`src/rtl/ascon_pack.sv`:
```
// Shared Ascon definitions used by the permutation datapath.
//
// Contents:
//   type_state     - 5 x 64-bit permutation state, index 0..4 = x0..x4
//   round_constant - 8-bit round constant c(r) for round index r
//   ROUNDS_PA/PB   - round counts for the p^a and p^b permutations
package ascon_pack;

  localparam int NUM_WORDS = 5;
  localparam int WORD_W    = 64;
  localparam int ROUND_W   = 4;

  // p^a runs rounds 0..11, p^b runs the last six (6..11).
  localparam int ROUNDS_PA = 12;
  localparam int ROUNDS_PB = 6;

  typedef logic [NUM_WORDS-1:0][WORD_W-1:0] type_state;

  // c(r) = {F - r, r} for the twelve defined rounds. Indices 12..15 return
  // zero, so an out-of-range round leaves the state untouched.
  function automatic logic [7:0] round_constant(input logic [ROUND_W-1:0] r);
    logic [3:0] hi;
    logic [7:0] c;
    hi = 4'hF - r;
    c  = 8'h00;
    if (r < 4'(ROUNDS_PA)) begin
      c = {hi, r};
    end
    return c;
  endfunction

endpackage

```
`src/rtl/constant_addition.sv`:
```
// Ascon constant-addition layer p_C, registered.
// XORs the round constant into the low byte of x2; all other bits of the
// state are copied through. The result is captured on a rising clock edge
// when en_i is high and held otherwise.
//
// Ports:
//   clock_i   - system clock, rising edge active
//   resetb_i  - asynchronous active-low reset, clears state_o
//   en_i      - capture enable
//   round_i   - round index 0..15 selecting the constant
//   state_i   - input state x0..x4
//   state_o   - registered output state
module constant_addition
  import ascon_pack::*;
(
  input  logic               clock_i,
  input  logic               resetb_i,
  input  logic               en_i,
  input  logic [ROUND_W-1:0] round_i,
  input  type_state          state_i,
  output type_state          state_o
);

  type_state state_d;
  type_state state_q;

  // Only bits [7:0] of x2 are touched; when disabled the register
  // recirculates its current value.
  always_comb begin
    state_d = state_q;
    if (en_i) begin
      state_d       = state_i;
      state_d[2][7:0] = state_i[2][7:0] ^ round_constant(round_i);
    end
  end

  always_ff @(posedge clock_i or negedge resetb_i) begin
    if (!resetb_i) begin
      state_q <= '0;
    end else begin
      state_q <= state_d;
    end
  end

  assign state_o = state_q;

endmodule

```
`config.mk`:
```
export PLATFORM = sky130hd
export DESIGN_NAME = constant_addition
export DESIGN_NICKNAME = d
export VERILOG_FILES = /design/src/rtl/ascon_pack.sv /design/src/rtl/constant_addition.sv
export SDC_FILE = /design/constraint.sdc
export NUM_CORES = 1
export LEC_CHECK = 0
export CORE_AREA = 3 3 249 251
export DETAILED_ROUTE_END_ITERATION = 12
export DIE_AREA = 0 0 252 254
export GPL_ROUTABILITY_DRIVEN = 0
export GPL_TIMING_DRIVEN = 0
export PLACE_DENSITY = 0.53
export SETUP_SLACK_MARGIN = 0.2
export SYNTH_ARGS = -nofsm -noshare
export SYNTH_HDL_FRONTEND = slang
export SYNTH_SLANG_ARGS = --single-unit
```
`constraint.sdc`:
```
create_clock -name clock_i -period 1.3 [get_ports clock_i]
set_input_delay 0.13 -clock clock_i [delete_from_list [all_inputs] [get_ports clock_i]]
set_output_delay 0.13 -clock clock_i [all_outputs]
set_load 0.02 [all_outputs]
```
[Word level (Yosys, flattened, before mapping)]
Index checks and enable logic that the tools add are counted.
Widths: inputs -> output; s select.
Word-level totals
  register bits: 320
  output and inout bits: 320
  bits of input ports: 327
  logic and storage cells: 10
Operators by class
  $lt $le $gt $ge: 1
  bitwise operators: 1
  mux-type cells: 2
  add/sub/neg operators: 1
Operators with widths (count)
  $mux 8: 2
  $xor 8x8->8: 1
  $lt 4x4->1 const B: 1
  $sub 4x4->4 const A: 1

[Depth between registers and ports, before layout]
Gate-level depths: netlist of the first run.
  depth in word-level cells: 4
  gate-level depth with buffers: 5
  gate-level depth less buffers: 3

[Worst setup path after synthesis of the first run]
Ideal clock, no wire load.
  path kind: input to register
  from: in en_i
  to: reg state_q (netlist bit state_o[0])
  data required time: 1.175 ns
  path buffers: 3
  slack: 0.295 ns
  arrival time: 0.880 ns
  library setup time: 0.125 ns
  stages: 4
  path through: buf_4 buf_6 buf_6 mux2_4
RTL lines
  start: declaration: line constant_addition.sv:18  | input logic en_i,
  end signal: assignment: line constant_addition.sv:41  | state_q <= state_d;
  end: declaration: line constant_addition.sv:25  | type_state state_q;
No word-level cell between the ends.

[Worst setup path after layout of the first run]
  from: reg state_q (netlist bit state_o[222])
  to: out state_o[222] in the netlist's numbering
RTL lines
  end: declaration: line constant_addition.sv:21  | output type_state state_o
No word-level cell between the ends.

==> results of run 1 <==
[cell usage in the layout, fill, tap and decap left out, drive strengths merged]
master / count
diode: 1
buf: 453
xnor2: 8
a21boi: 2
nor2b: 2
clkinv: 3
nor2: 6
clkbuf: 63
bufinv: 1
a21oi: 8
mux2: 314
dfrtp: 320
clkdlybuf4s50: 324
[what timing repair did]
| action | 4_1_cts | 5_1_grt |
|---|---|---|
| resized for setup | 1613 | 372 |
| hold endpoints to repair | 107 | 107 |
| setup endpoints to repair | 320 | 320 |
| buffers inserted | 25 | 69 |
[layer usage]
metal / global-route usage, % / routed length [µm]
met3: 4.26 / 3270
met2: 22.9 / 23000
met4: 4.05 / 1210
met5: 0 / 0
met1: 14.1 / 15800
[cells in the mapped netlist (all sizes together)]
library cell / instances / area (µm²)
xnor2: 8 / 70.1
buf: 36 / 277
nor2: 6 / 22.5
a21boi: 2 / 15.0
a21oi: 8 / 40.0
mux2: 314 / 4020
nor2b: 2 / 12.5
dfrtp: 320 / 8010
[final timing paths]
| path | slack, ns | start | cells after the start | to |
|---|---|---|---|---|
| setup / recovery | 0.05 | state_o[222] | 1 | state_o[222] |
| hold / removal | -0.33 | resetb_i | 1 | state_o[107] |
| setup reg to reg | 0.29 | state_o[82] | 3 | state_o[82] |
| hold reg to reg | 0.53 | state_o[285] | 1 | state_o[285] |
| max in group asynchronous | 0.47 | resetb_i | 2 | state_o[174] |
| min in group clock_i | 0.20 | state_i[259] | 2 | state_o[259] |
[final cells by class]
| class | count | area [µm²] |
|---|---|---|
| Buffer | 36 | 277 |
| Multi-Input combinational cell | 340 | 4180 |
| Timing Repair Buffer | 741 | 7620 |
| Antenna cell | 1 | 2.50 |
| Clock inverter | 4 | 45.0 |
| Fill cell | 5735 | 37800 |
| Clock buffer | 63 | 1210 |
| Sequential cell | 320 | 8010 |
| Tap cell | 782 | 978 |
[metrics by stage]
step / setup TNS (ns) / instances / hold slack (ns) / worst slack, ns / power, mW
detailed placement: -17.67 / 2125 / 0.283 / -0.110 / 18.3
finish: 0 / 2287 / -0.331 / 0.0518 / 29.6
global route: 0 / 2287 / -0.294 / 0.0000961 / 30.9
global placement: -4670.33 / 2123 / 0.489 / -14.64 / 18.3
CTS: -0.00107 / 2217 / -0.303 / -0.00107 / 29.1
floorplan: 0 / 696 / -0.166 / 0.295 / 14.5
[logic make-up after synthesis]
kind of cell / after synthesis / synth area share (%)
AO/OA/AOI/OAI: 10 / 0.442
multiplexers: 314 / 32.2
XOR/XNOR: 8 / 0.562
AND/OR/NAND/NOR: 8 / 0.281
buffers and inverters: 36 / 2.22
flip-flops: 320 / 64.3
[where the power goes]
group	switching [mW]	total (mW)	internal, mW
combinational	2.92	7.17	4.25
clock	4.17	10.7	6.51
sequential	0.740	11.7	11.0
total	7.84	29.6	21.7
==> flow_metrics.env, run 1 <==
export IMPL_outcome="finished, violations left"
export IMPL_violations="hold timing"
export IMPL_final_util_pct=37.1
export IMPL_drt_antenna_violating_nets=0
export IMPL_place_area_mm2=0.0200
export IMPL_crit_slowest_cell="dfrtp_1"
export IMPL_grt_pass1_vias=9495
export IMPL_largest_reg_flops=320
export IMPL_timing_final_crit_share_pct=96.0
export IMPL_cts_buffers=39
export IMPL_cts_tree="built"
export IMPL_rsz0062_at_grt="true"
export IMPL_critical_path_class="reg2out"
export IMPL_setup_worst_path_start_class="flip-flop"
export IMPL_worst_path_buf_inv=1
export IMPL_h_tree_depth=2
export IMPL_post_synth_cell_area_avg_um2=17.9
export IMPL_arrival_ns=1.12
export IMPL_cts_clk_slew_worst_paths_ns=0.06
export IMPL_p_per_area_mw_per_mm2=1330
export IMPL_initial_core_util_pct=20.7
export IMPL_ioPinCount=647
export IMPL_grt_first_pass_wirelength_um=61800
export IMPL_rows=90
export IMPL_drtIter0Drc=242
export IMPL_tightest_slew_ns=0.893
export IMPL_dieHeight_um=254
export IMPL_clockBufferDepth=3
export IMPL_vias_per_cell=3.88
export IMPL_numPortBuffers=645
export IMPL_synth_nets=1023
export IMPL_layout_nets=1805
export IMPL_leakage_nw=10.0
export IMPL_route_vias_total=8883
export IMPL_crit_required_ns=1.17
export IMPL_grt_overflow=0
export IMPL_clk_latency_ns=0.53
export IMPL_max_freq_mhz=801
export IMPL_slowest_delay_ns=0.43
export IMPL_core_area_mm2=0.0601
export IMPL_wl_um=43300
export IMPL_cts_num_sinks=320
export IMPL_ys_seq_area_share_pct=64.3
export IMPL_peakVddDrop_mv=0.972
export IMPL_slew_viol_final=0
export IMPL_fp_dieW_um=252
export IMPL_holdWs_ns=-0.331
export IMPL_wl_per_cell_um=18.9
export IMPL_antenna_found_initial=1
export IMPL_die_area_mm2=0.0640
export IMPL_grt_max_degree=110
export IMPL_hold_violations=107
export IMPL_hp_class="in2async"
export IMPL_clockRootBuffer="clkbuf_16"
export IMPL_crit_family="flip-flops"
export IMPL_setup_viol=0
export IMPL_grt_usage_pct=12.7
export IMPL_yosysUniqueCellTypes=11
export IMPL_drive_gt1_share_pct=54.7
export IMPL_hpwl_um=32900
export IMPL_worstPathCellList="buf_6"
export IMPL_syn_area_mm2=0.0125
export IMPL_fin_area_mm2=0.0223
export IMPL_maxCapViolations=0
export IMPL_finClkSkew_ns=0
export IMPL_syn_inst=696
export IMPL_crit_fanout=2
export IMPL_drt_pass1_iterations=4
export IMPL_drc=0
export IMPL_cp_end_kind="output port"
export IMPL_period_needed_ns=1.25
export IMPL_area_delta_synth_final_pct=79.1
export IMPL_slew_headroom_pct=40.5
export IMPL_ys_ff_latch=320
export IMPL_ys_warn_count=0
(Power assumes the default switching activity.)
==> inputs of run 2 (changes only) <==
--- a/config.mk
+++ b/config.mk
@@ -5,12 +5,15 @@
 export SDC_FILE = /design/constraint.sdc
 export NUM_CORES = 1
 export LEC_CHECK = 0
-export CORE_AREA = 3 3 249 251
+export ABC_AREA = 1
+export CORE_AREA = 3 3 247 249
+export CTS_BUF_LIST = sky130_fd_sc_hd__clkbuf_2 sky130_fd_sc_hd__clkbuf_4 sky130_fd_sc_hd__clkbuf_8
 export DETAILED_ROUTE_END_ITERATION = 12
-export DIE_AREA = 0 0 252 254
+export DIE_AREA = 0 0 250 252
+export DONT_BUFFER_PORTS = 1
 export GPL_ROUTABILITY_DRIVEN = 0
 export GPL_TIMING_DRIVEN = 0
-export PLACE_DENSITY = 0.53
+export PLACE_DENSITY = 0.4
 export SETUP_SLACK_MARGIN = 0.2
 export SYNTH_ARGS = -nofsm -noshare
 export SYNTH_HDL_FRONTEND = slang
==> run 2 against run 1 <==
  * The flow still finishes with violations (hold timing)
  * Via count up 19%
  * First-iteration DRC count up 120%
  * Final cell count up 13%
  * Maximum frequency down 1.2%
  * Critical endpoint is now state_o[319]
==> flow_metrics.env, run 2 <==
export IMPL_outcome="finished, violations left"
export IMPL_violations="hold timing"
export IMPL_ys_warn_count=0
export IMPL_post_synth_cell_area_avg_um2=8.91
export IMPL_clk_latency_ns=0.59
export IMPL_critPathLaunch="state_o[319]"
export IMPL_dieHeight_um=252
export IMPL_leakage_nw=8.84
export IMPL_seqPwrFrac_pct=50.7
export IMPL_p_int_mw=18.3
export IMPL_grt_pass1_vias=11400
export IMPL_hold_violations=320
export IMPL_grt_first_pass_wirelength_um=69100
export IMPL_comb_power_share_pct=9.2
export IMPL_finalWorstSetupSlack_ns=0.0367
export IMPL_hpwl_um=32700
export IMPL_peakVddDrop_mv=0.794
export IMPL_max_freq_mhz=792
export IMPL_p_sw_mw=7.35
export IMPL_holdWs_ns=-0.788
export IMPL_power_mw=25.7
export IMPL_drt_antenna_violating_nets=0
export IMPL_rsz0062_at_grt="true"
export IMPL_yosys_area_top_type="dfrtp_1"
export IMPL_clkPwrFrac_pct=40.0
export IMPL_core_area_mm2=0.0589
export IMPL_tightest_slew_ns=1.45
export IMPL_cts_clk_slew_worst_paths_ns=0.06
export IMPL_hp_class="in2async"
export IMPL_drc=0
export IMPL_wl_um=45900
export IMPL_rows=89
export IMPL_final_util_pct=31.1
export IMPL_largest_reg_flops=320
export IMPL_cts_hold_buffers=339
export IMPL_post_cts_buffers=0
export IMPL_antenna_found_initial=2
export IMPL_slew_headroom_pct=3.58
export IMPL_place_area_mm2=0.0133
export IMPL_slew_viol_final=0
export IMPL_fin_area_mm2=0.0183
export IMPL_h_tree_depth=2
export IMPL_syn_area_mm2=0.0123
export IMPL_period_needed_ns=1.26
export IMPL_crit_fanout=2
export IMPL_numPortBuffers=0
export IMPL_clockBufferDepth=3
export IMPL_fillers=6077
export IMPL_synth_edf_count=0
export IMPL_drtIter0Drc=538
export IMPL_layout_nets=2105
export IMPL_setup_worst_path_start_class="flip-flop"
export IMPL_switching_share_pct=28.6
export IMPL_grt_usage_pct=14.0
export IMPL_ioPinCount=647
export IMPL_area_delta_synth_final_pct=49.2
export IMPL_fp_dieW_um=250
export IMPL_die_area_mm2=0.0630
export IMPL_setup_viol=0
export IMPL_vias_per_cell=4.06
export IMPL_mostFrequentLayoutCell="nand2_1"
export IMPL_grt_max_degree=321
export IMPL_yosys_top_cells_count="nand2_1, dfrtp_1, buf_2"
export IMPL_yosysUniqueCellTypes=10
export IMPL_r2r_start="state_o[319]"
export IMPL_setup_tns_ns=0
export IMPL_synthArstFlopShare_pct=100
export IMPL_ys_seq_area_share_pct=65.2
export IMPL_wl_per_cell_um=17.7
export IMPL_clockRootBuffer="clkbuf_8"
export IMPL_final_cell_mix="nand2_1, dlygate4sd3_1, dfrtp_2"
export IMPL_timing_final_crit_share_pct=97.2
export IMPL_cp_end_kind="output port"
export IMPL_route_vias_total=10500
export IMPL_p_per_area_mw_per_mm2=1400
export IMPL_initial_core_util_pct=20.9
export IMPL_drt_pass1_iterations=5
export IMPL_ys_ff_latch=320
export IMPL_finClkSkew_ns=0
export IMPL_drive_gt1_share_pct=27.2
export IMPL_synth_most_common_cell="nand2_1"
export IMPL_synth_nets=1706
export IMPL_cts_tree="built"
export IMPL_grt_overflow=0
export IMPL_maxCapViolations=0
export IMPL_critical_path_class="reg2out"
export IMPL_dp_slack_ns=0.0866
export IMPL_cts_num_sinks=320
export IMPL_synth_ff_type="dfrtp_1"
export IMPL_arrival_ns=1.13
export IMPL_crit_required_ns=1.17
export IMPL_syn_inst=1379
export IMPL_yosysTopAreaCellShare_pct=65.2
export IMPL_cts_buffers=58
export IMPL_synth_area_top_cells="dfrtp_1, nand2_1, buf_6"
-- run 2: final cells by class --
type	count	area [µm²]	share of cell area (%)
flip-flops and latches	320	8410	45.9
repair buffers	339	3400	18.5
clock inverters	8	65.1	0.355
clock buffers	95	1210	6.62
well taps	773	967	5.28
inverters	9	36.3	0.198
diodes	1	2.50	0.0136
plain buffers	71	538	2.93
multi-input cells	979	3710	20.2
-- run 2: what timing repair did --
item / in CTS / in global routing
gates resized for setup: 320 / 1
endpoints found under the hold margin: 640 / 320
endpoints found under the setup margin: 320 / 321
-- run 2: metal layers --
| metal | share of wire (%) | up-vias | GRT usage (%) |
|---|---|---|---|
| met3 | 8.6 | 90 | 4.93 |
| met5 | 0 | - | 0 |
| met1 | 37 | 5007 | 15.6 |
| met2 | 51 | 492 | 24.8 |
| li1 | - | 4942 | - |
| met4 | 3.3 | 0 | 5.32 |
-- run 2: worst paths after layout --
path                                 to  slack (ns)  cells after the start
max                        state_o[319]        0.04                      0
min                        state_o[301]       -0.79                      0
max reg2reg                state_o[319]        0.53                      2
min reg2reg                state_o[160]        0.57                      2
max in group asynchronous  state_o[246]        0.80                      0
min in group clock_i       state_o[130]        0.04                      4
-- run 2: cells by family (layout without fill, tap and decap cells) --
family                 Yosys count  in the layout  share of synthesized area (%)
AND/OR/NAND/NOR                975            975                           29.9
buffers and inverters           80            522                           4.67
other                            0              1                              0
AO/OA/AOI/OAI                    2              2                          0.122
flip-flops                     320            320                           65.2
XOR/XNOR                         2              2                          0.143
-- run 2: stage by stage --
step           hold WS [ns]  std cells
6_report             -0.788       2595
5_1_grt              -0.873       2595
4_1_cts              -0.871       2594
3_5_place_dp         -0.158       2152
3_3_place_gp         -0.156       2152
2_1_floorplan        -0.166       1379
-- run 2: power by group through the flow --
stage / Sequential (mW) / Clock [mW] / Combinational, mW
final: 13.0 / 10.3 / 2.37
after global routing: 13.1 / 11.2 / 2.69
after CTS: 13.0 / 10.7 / 2.39
after detailed placement: 13.0 / 0 / 1.52
after global placement: 13.0 / 0 / 1.47
after floorplan: 12.6 / 0 / 1.14
-- run 2: worst reg2reg max path: stages (launching register included) --
cell	delay, ns
dfrtp_2	0.51
nand2_1	0.11
nand2_1	0.05
